**src/rtl/mem_load_unit.sv**
```systemverilog
// Load-return stage behind the synchronous-read data memory: latches load attributes,
// selects DM or device data, aligns/extends it and holds it for the W stage.
module mem_load_unit #(
    parameter logic [31:0] DM_TOP   = 32'h0000_1fff,
    parameter logic [31:0] DEV_BASE = 32'h0000_7f00,
    parameter logic [31:0] DEV_TOP  = 32'h0000_7f1f
) (
    input  logic        clk,
    input  logic        reset,
    input  logic        ld_req,
    output logic        ld_ready,
    input  logic [31:0] ADDR,
    input  logic        byte_op,
    input  logic        half_op,
    input  logic        ld_unsigned,
    input  logic [4:0]  dst_reg,
    input  logic [31:0] WPC,
    input  logic [31:0] dm_rd,
    input  logic [31:0] dev_rd,
    output logic        wb_valid,
    input  logic        wb_ready,
    output logic [31:0] wb_data,
    output logic [4:0]  wb_reg,
    output logic [31:0] wb_pc,
    output logic        adel
);

    typedef enum logic [1:0] {IDLE, WAIT, HOLD} state_t;
    state_t state;

    logic [1:0]  addr_lo_q;
    logic        byte_q, half_q, uns_q, dev_q, err_q;
    logic [4:0]  reg_q;
    logic [31:0] pc_q;

    logic        accept, in_dm, in_dev, misaligned;
    logic [31:0] rd, shifted, ext;

    assign ld_ready = (state == IDLE) || ((state == HOLD) && wb_ready);
    assign accept   = ld_req && ld_ready;

    // byte_op wins when both op bits are set, so a byte load is never misaligned
    always_comb begin
        in_dm      = (ADDR <= DM_TOP);
        in_dev     = (ADDR >= DEV_BASE) && (ADDR <= DEV_TOP);
        misaligned = 1'b0;
        if (!byte_op) begin
            if (half_op) misaligned = ADDR[0];
            else         misaligned = (ADDR[1:0] != 2'b00);
        end
    end

    // Aligned halves/words have addr_lo_q of 0 or 2, so one shifter serves every width
    always_comb begin
        rd      = dev_q ? dev_rd : dm_rd;
        shifted = rd >> {addr_lo_q, 3'b000};
        if (byte_q)      ext = {{24{~uns_q & shifted[7]}}, shifted[7:0]};
        else if (half_q) ext = {{16{~uns_q & shifted[15]}}, shifted[15:0]};
        else             ext = shifted;
        if (err_q) ext = '0;
    end

    always_ff @(posedge clk) begin
        if (reset) begin
            state     <= IDLE;
            wb_valid  <= 1'b0;
            wb_data   <= '0;
            wb_reg    <= '0;
            wb_pc     <= '0;
            adel      <= 1'b0;
            addr_lo_q <= '0;
            byte_q    <= 1'b0;
            half_q    <= 1'b0;
            uns_q     <= 1'b0;
            dev_q     <= 1'b0;
            err_q     <= 1'b0;
            reg_q     <= '0;
            pc_q      <= '0;
        end else begin
            if (accept) begin
                addr_lo_q <= ADDR[1:0];
                byte_q    <= byte_op;
                half_q    <= half_op & ~byte_op;
                uns_q     <= ld_unsigned;
                dev_q     <= ~in_dm & in_dev;
                err_q     <= ~(in_dm | in_dev) | misaligned;
                reg_q     <= dst_reg;
                pc_q      <= WPC;
            end
            case (state)
                IDLE: if (ld_req) state <= WAIT;
                WAIT: begin
                    wb_data  <= ext;
                    wb_reg   <= reg_q;
                    wb_pc    <= pc_q;
                    adel     <= err_q;
                    wb_valid <= 1'b1;
                    state    <= HOLD;
                end
                HOLD: if (wb_ready) begin
                    wb_valid <= 1'b0;
                    state    <= ld_req ? WAIT : IDLE;
                end
                default: state <= IDLE;
            endcase
        end
    end

endmodule

```
**config.mk**
```make
export PLATFORM = sky130hd
export DESIGN_NAME = mem_load_unit
export DESIGN_NICKNAME = d
export VERILOG_FILES = /design/src/rtl/mem_load_unit.sv
export SDC_FILE = /design/constraint.sdc
export NUM_CORES = 1
export LEC_CHECK = 0
export ABC_AREA = 1
export CORE_MARGIN = 4
export CORE_UTILIZATION = 39
export CTS_BUF_LIST = sky130_fd_sc_hd__clkbuf_8 sky130_fd_sc_hd__clkbuf_16
export CTS_CLUSTER_SIZE = 28
export DETAILED_ROUTE_END_ITERATION = 8
export PLACE_DENSITY = 0.77
export SLEW_MARGIN = 0
export SYNTH_ARGS = -nofsm -noshare
export SYNTH_HDL_FRONTEND = slang
export SYNTH_SLANG_ARGS = --single-unit
```
**constraint.sdc**
```tcl
create_clock -name clk -period 1.4 [get_ports clk]
set_input_delay 0.28 -clock clk [delete_from_list [all_inputs] [get_ports clk]]
set_output_delay 0.28 -clock clk [all_outputs]
set_load 0.02 [all_outputs]
```
* Word-level counts from Yosys, hierarchy flattened
Index checks and enable logic that the tools add are counted.
** Cells by class
- $lt $le $gt $ge :: 3
- Muxes and demuxes :: 12
- Equality and inequality tests :: 4
- Shift operators :: 1
- Divide/modulo/power cells :: 0
- Add/sub/neg operators :: 0
- $mul :: 0
- Bitwise logic cells :: 10
- Reductions and logical operators :: 9
** Operators by type and width (count)
- $mux W32 :: 4
- $ge A32 B15 Y1 const B :: 1
- $le A32 B13 Y1 const B :: 1
- $le A32 B15 Y1 const B :: 1
- $shr A32 B5 Y32 :: 1
- $pmux W2 S3 :: 1
- $and A1 B1 Y1 :: 4
- $mux W1 :: 4
- $mux W2 :: 2
- $ne A2 B2 Y1 const B :: 2
- $not A1 Y1 :: 4
- $reduce_and A2 Y1 :: 2
- $reduce_bool A2 Y1 :: 2
- $logic_and A1 B1 Y1 :: 3
- $eq A2 B1 Y1 const B :: 1
- $eq A2 B2 Y1 const B :: 1
- $logic_not A2 Y1 :: 1
- $or A1 B1 Y1 :: 2
- $pmux W1 S2 :: 1
- $logic_or A1 B1 Y1 :: 1
** Storage, ports and cells
- Flip-flop bits (word level) :: 117
- Latch bits :: 0
- Input bits :: 140
- Bits in writable memories :: 0
- Logic and storage cells :: 53
- Output and inout bits :: 72
- ROM bits :: 0
- Memories kept :: 0

* Longest topological paths before layout
- Word-level depth :: 6
- Depth in mapped cells :: 12
- Mapped depth without buffers :: 11

* Least setup slack after synthesis
OpenSTA, ideal clock, no wires.
- Path kind :: register -> register
- Start point :: register state[1]
- End point :: register pc_q[10]
- Buffers on the path :: 1
- Period minus slack after synthesis :: 1.479 ns
- Path slack :: -0.079 ns
- Stages on the path, launching flop included :: 9
- Arrival :: 1.347 ns
- Setup time :: 0.132 ns
- Required time :: 1.268 ns
- Cell sequence :: dfxtp_1 -> inv_1 -> o21ai_0 -> inv_1 -> nand2_2 -> clkinv_1 -> clkbuf_1 -> nand2_1 -> a21oi_1
** Between the ends
- Word-level cells in the longest chain between the ends :: 4
- Elaborated cells between the ends (all ways) :: 5
- Those cells by class :: 1 x eq/ne; 4 x reduce/logical
** Ends and longest elaborated chain
- start: declaration :: line 29 : state_t state;
- start signal: assignment :: line 102 : state <= ld_req ? WAIT : IDLE;
- $eq A2 B2 Y1 :: line 39 : assign ld_ready = (state == IDLE) || ((state == HOLD) && wb_ready);
- $logic_and A1 B1 Y1 :: line 39
- $logic_or A1 B1 Y1 (*) :: line 39
- net ld_ready :: line 11 : output logic ld_ready,
- $logic_and A1 B1 Y1 (*) :: line 40 : assign accept = ld_req && ld_ready;
- end signal: assignment :: line 78 : pc_q <= '0;
- end signal: assignment :: line 88 : pc_q <= WPC;
- end: declaration :: line 34 : logic [31:0] pc_q;
The timed path passes the listed nets; every way through them passes the cells marked *.
A chain may end at the register's enable or synchronous reset.

* Final worst setup path
- Start point :: register dev_q
- End point :: register wb_data[8]
** Between the ends
- Word-level cells in the longest chain between the ends :: 5
- Elaborated cells between the ends (all ways) :: 6
- Those cells by class :: 1 x shift; 4 x mux; 1 x bitwise
** Ends and longest elaborated chain
- start: declaration :: line 32 : logic byte_q, half_q, uns_q, dev_q, err_q;
- start signal: assignment :: line 85 : dev_q <= ~in_dm & in_dev;
- $mux W32 (*) :: line 55 : rd = dev_q ? dev_rd : dm_rd;
- $shr A32 B5 Y32 (*) :: line 56 : shifted = rd >> {addr_lo_q, 3'b000};
- $mux W32 / $and A1 B1 Y1 (equally long branches) :: line 58, 57
- $mux W32 (*) :: line 57 : if (byte_q) ext = {{24{~uns_q & shifted[7]}}, shifted[7:0]};
- $mux W32 (*) :: line 60 : if (err_q) ext = '0;
- end signal: assignment :: line 93 : wb_data <= ext;
- end: declaration :: line 22 : output logic [31:0] wb_data,
Mark *: on every way between the ends. The rest lies on a longest branch, timed or not.

==> impl_metrics.csv <==
group,metric,value,unit
worst_setup_path,r2r_end,"wb_data[8]$_SDFFE_PP0P_",
timing,worstMarginPinSlew,0.397,ns
timing,period_needed,1.60,ns
floorplanning,pin_count,212,
global_route,overflow,0,
drt,drtIter0Drc,454,
yosys,synth_xor_area_share,0,%
floorplanning,fp.dieW,124,µm
layout,fillers,1089,
yosys,synth_cell_type_count,27,
yosys,synthCells,762,
worst_setup_path,rrSetupSlack,-0.20,ns
yosys,yosysWarnings,0,
yosys,synth_top_family_by_area,"simple AND/OR/NAND/NOR gates",
yosys,synth_area_leader_cell,"dfxtp_1",
layout,diodes,0,
yosys,synth_simple_gate_area_share,30.2,%
place,io_buffer_count,208,
global_route,grt_usage,22.6,%
worst_setup_path,worstSetupEndpoint,"wb_data[8]$_SDFFE_PP0P_",
global_route,grt_pass1_wl,27100,µm
worst_setup_path,cp_num_cells,10,
worst_setup_path,cp_max_fo,12,
worst_setup_path,cp.required,1.74,ns
yosys,synthMuxAreaShare,0,%
power_and_ir_drop,p_leak,3.80,nW
outcome,violations,"negative setup slack",
worst_setup_path,crit_path_start_kind,"register",
worst_setup_path,end_kind,"register",
timing,timing.final.crit_share,114,%
layout,area_delta_synth_final,65.9,%
yosys,syn_area_per_cell,6.83,µm²
worst_setup_path,startpoint,"dev_q$_SDFFE_PP0P_",
timing,slew_violations,0,
timing,rsz0062_at_grt,"true",
floorplanning,placementRows,41,
yosys,yosys_register_bits,117,
yosys,synth_fa_ha_area_share,0,%
clock_tree,clock_path_buffers,2,
outcome,status,"finished with violations",
clock_tree,cts-root-buf,"clkbuf_16",
timing,clock.fmax,626,MHz
worst_setup_path,rr_worst_depth,10,
worst_setup_path,crit_slowest_cell,"dfxtp_4",
floorplanning,coreArea,12800,µm²
yosys,synth.cell_area,5210,µm²
yosys,ys_top_cells_by_area,"dfxtp_1 (45%), nand2_1 (18%), a21oi_1 (8.0%), o21ai_0 (7.0%), nor2_1 (5.2%)",
place,place.gp.congestion,0.842,
floorplanning,die_height,124,µm
global_route,grt_max_degree,49,
worst_setup_path,path_class,"register to register",
global_route,grt_pass1_vias,5607,
clock_tree,cts_tree,"built",
worst_setup_path,cpPeakStageDelay,0.43,ns
layout,design_area,8640,µm²
layout,final_nets,1136,
global_route,antenna_found_initial,0,
worst_setup_path,r2r_start,"dev_q$_SDFFE_PP0P_",
worst_setup_path,path_buf_inv,2,
worst_hold_path,hold_path.class,"primary input to register",
layout,fin_util,67.3,%
drt,num_vias,5964,
layout,top_regs,"pc_q x32, wb_data x32, wb_pc x32",
flow_run,drv_cap,0,
drt,avgRoutedWirePerCell,15.1,µm
worst_setup_path,cp_cell_sequence,"clkbuf_16 > nand2_2 > nand3_2 > nand3_2 > nand2_2 > nand2_4 > o21ai_4 > buf_8 > nand2_1 > a21oi_2",
timing,hold_viol_final,0,
drt,postRouteAntennaNets,0,
place,place_ws,-0.421,ns
timing,clock_skew,0.0123,ns
yosys,synth_compound_area_share,18.5,%
floorplanning,die-area,15300,µm²
worst_setup_path,worstPathArrival,1.94,ns
clock_tree,cts_sinks,117,
yosys,ys_seq_area_share,45.0,%
drt,via_per_inst,5.05,
drt,wl,17900,µm
clock_tree,cts_made_buffers,17,
clock_tree,insertion_delay,0.41,ns
clock_tree,cts.htree.levels,4,
timing,fin_ws,-0.197,ns
yosys,syn_nets,902,
timing,hold_slack,0.243,ns
drt,drt-pass1-iter-count,5,
worst_setup_path,cpLargestDelayFamily,"simple AND/OR/NAND/NOR gates",
floorplanning,start_util,40.6,%
place,placed_area,7770,µm²
timing,final-setup-viol-count,31,
timing,relSlewSlack,73.2,%
yosys,synth_top_area_share,45.0,%
timing,fin_tns_setup,-4.47,ns
power_and_ir_drop,power.density,1180,nW/µm²
clock_tree,path_clk_slew,0.06,ns
power_and_ir_drop,max-vdd-ir-drop,0.00106,V
drt,drc,0,
place,dpl.hpwl,12200,µm
layout,drive_gt1_share,18.0,%
-- Yosys cell counts --
cell type  count
o211ai_1      15
buf_4          4
o21ai_4        1
buf_1          8
o21ai_0       73
nor2_1        72
nand2_1      255
buf_6          2
nor3_1         3
dfxtp_1      117
inv_1         20
nand4_1        1
a21oi_1       83
clkbuf_1      31
a211oi_1       2
buf_2          8
clkbuf_2       1
a31oi_1        1
nand3_1       35
nand2_2        2
nor4_1         5
or2_2         13
inv_2          1
o311ai_0       2
clkinv_1       2
nor2_4         2
o21ai_1        3
-- how the worst min path moves through the flow --
| stage | start | end | depth (start not counted) |
|---|---|---|---|
| after floorplan | wb_ready | wb_valid$_SDFFE_PP0P_ | 1 |
| after global placement | pc_q[2]$_SDFFE_PP0P_ | wb_pc[2]$_SDFFE_PP0P_ | 2 |
| after detailed placement | pc_q[1]$_SDFFE_PP0P_ | wb_pc[1]$_SDFFE_PP0P_ | 2 |
| after CTS | reset | wb_pc[4]$_SDFFE_PP0P_ | 4 |
| after global routing | reset | wb_pc[3]$_SDFFE_PP0P_ | 4 |
| final | reset | wb_pc[4]$_SDFFE_PP0P_ | 4 |
-- worst min-delay path, stage by stage --
cell     delay, ns
buf_2         0.12
inv_1         0.08
o21ai_0       0.08
nor2_1        0.04
-- cells in the final DEF (no fill, tap or decap), types with 18 or more instances in the layout --
cell type and instances:
buf_4 37, clkdlybuf4s15_1 23, dfxtp_1 114, o21ai_0 60, clkdlybuf4s50_1 135, inv_1 19, nand3_1 27, a21oi_1 71
dlygate4sd2_1 33, clkbuf_16 18, nor2_1 71, nand2_1 240
-- where the power goes --
| part | internal, W | switching, W |
|---|---|---|
| Clock | 0.00264 | 0.00154 |
| Sequential | 0.00357 | 0.000130 |
| Combinational | 0.00109 | 0.00118 |
| Total | 0.00730 | 0.00285 |
-- cell families (layout without fill, tap and decap cells) --
| kind of cell | count (synthesis) | in the layout |
|---|---|---|
| AOI/OAI and AO/OA | 180 | 180 |
| buffers and inverters | 77 | 323 |
| DFF | 117 | 117 |
| and+or+nand+nor | 388 | 388 |
-- what timing repair did --
item	in CTS	in global routing
pin swaps	4	16
cloned	2	1
hold buffers	0	0
resized for setup	139	96
buffers inserted	5	2
setup endpoints to repair	136	127
endpoints found under the hold margin	0	0
-- area by class of cell --
class	instances	area, µm²	share of cell area, %
multi-input combinational	568	2770	32.1
timing repair buffer	269	2630	30.5
sequential	117	2350	27.2
clock buffer	18	439	5.08
tap	172	215	2.49
clock inverter	13	134	1.55
inverter	23	97.6	1.13
-- metrics by stage --
| stage | total power, W | instances |
|---|---|---|
| 5_1_grt | 0.0106 | 1180 |
| 3_3_place_gp | 0.00587 | 1141 |
| 2_1_floorplan | 0.00481 | 762 |
| 4_1_cts | 0.0101 | 1179 |
| 6_report | 0.0102 | 1180 |
| 3_5_place_dp | 0.00590 | 1141 |
-- metal layers --
layer  track usage (%)  part of all wire, %  vias to the layer above
li1                  -                    -                     2957
met1              28.4                   41                     2740
met2              37.7                   49                      242
met3              6.54                  7.4                       25
met4              6.85                  1.9                        0
met5                 0                    0                        -
(Power assumes the default switching activity.)
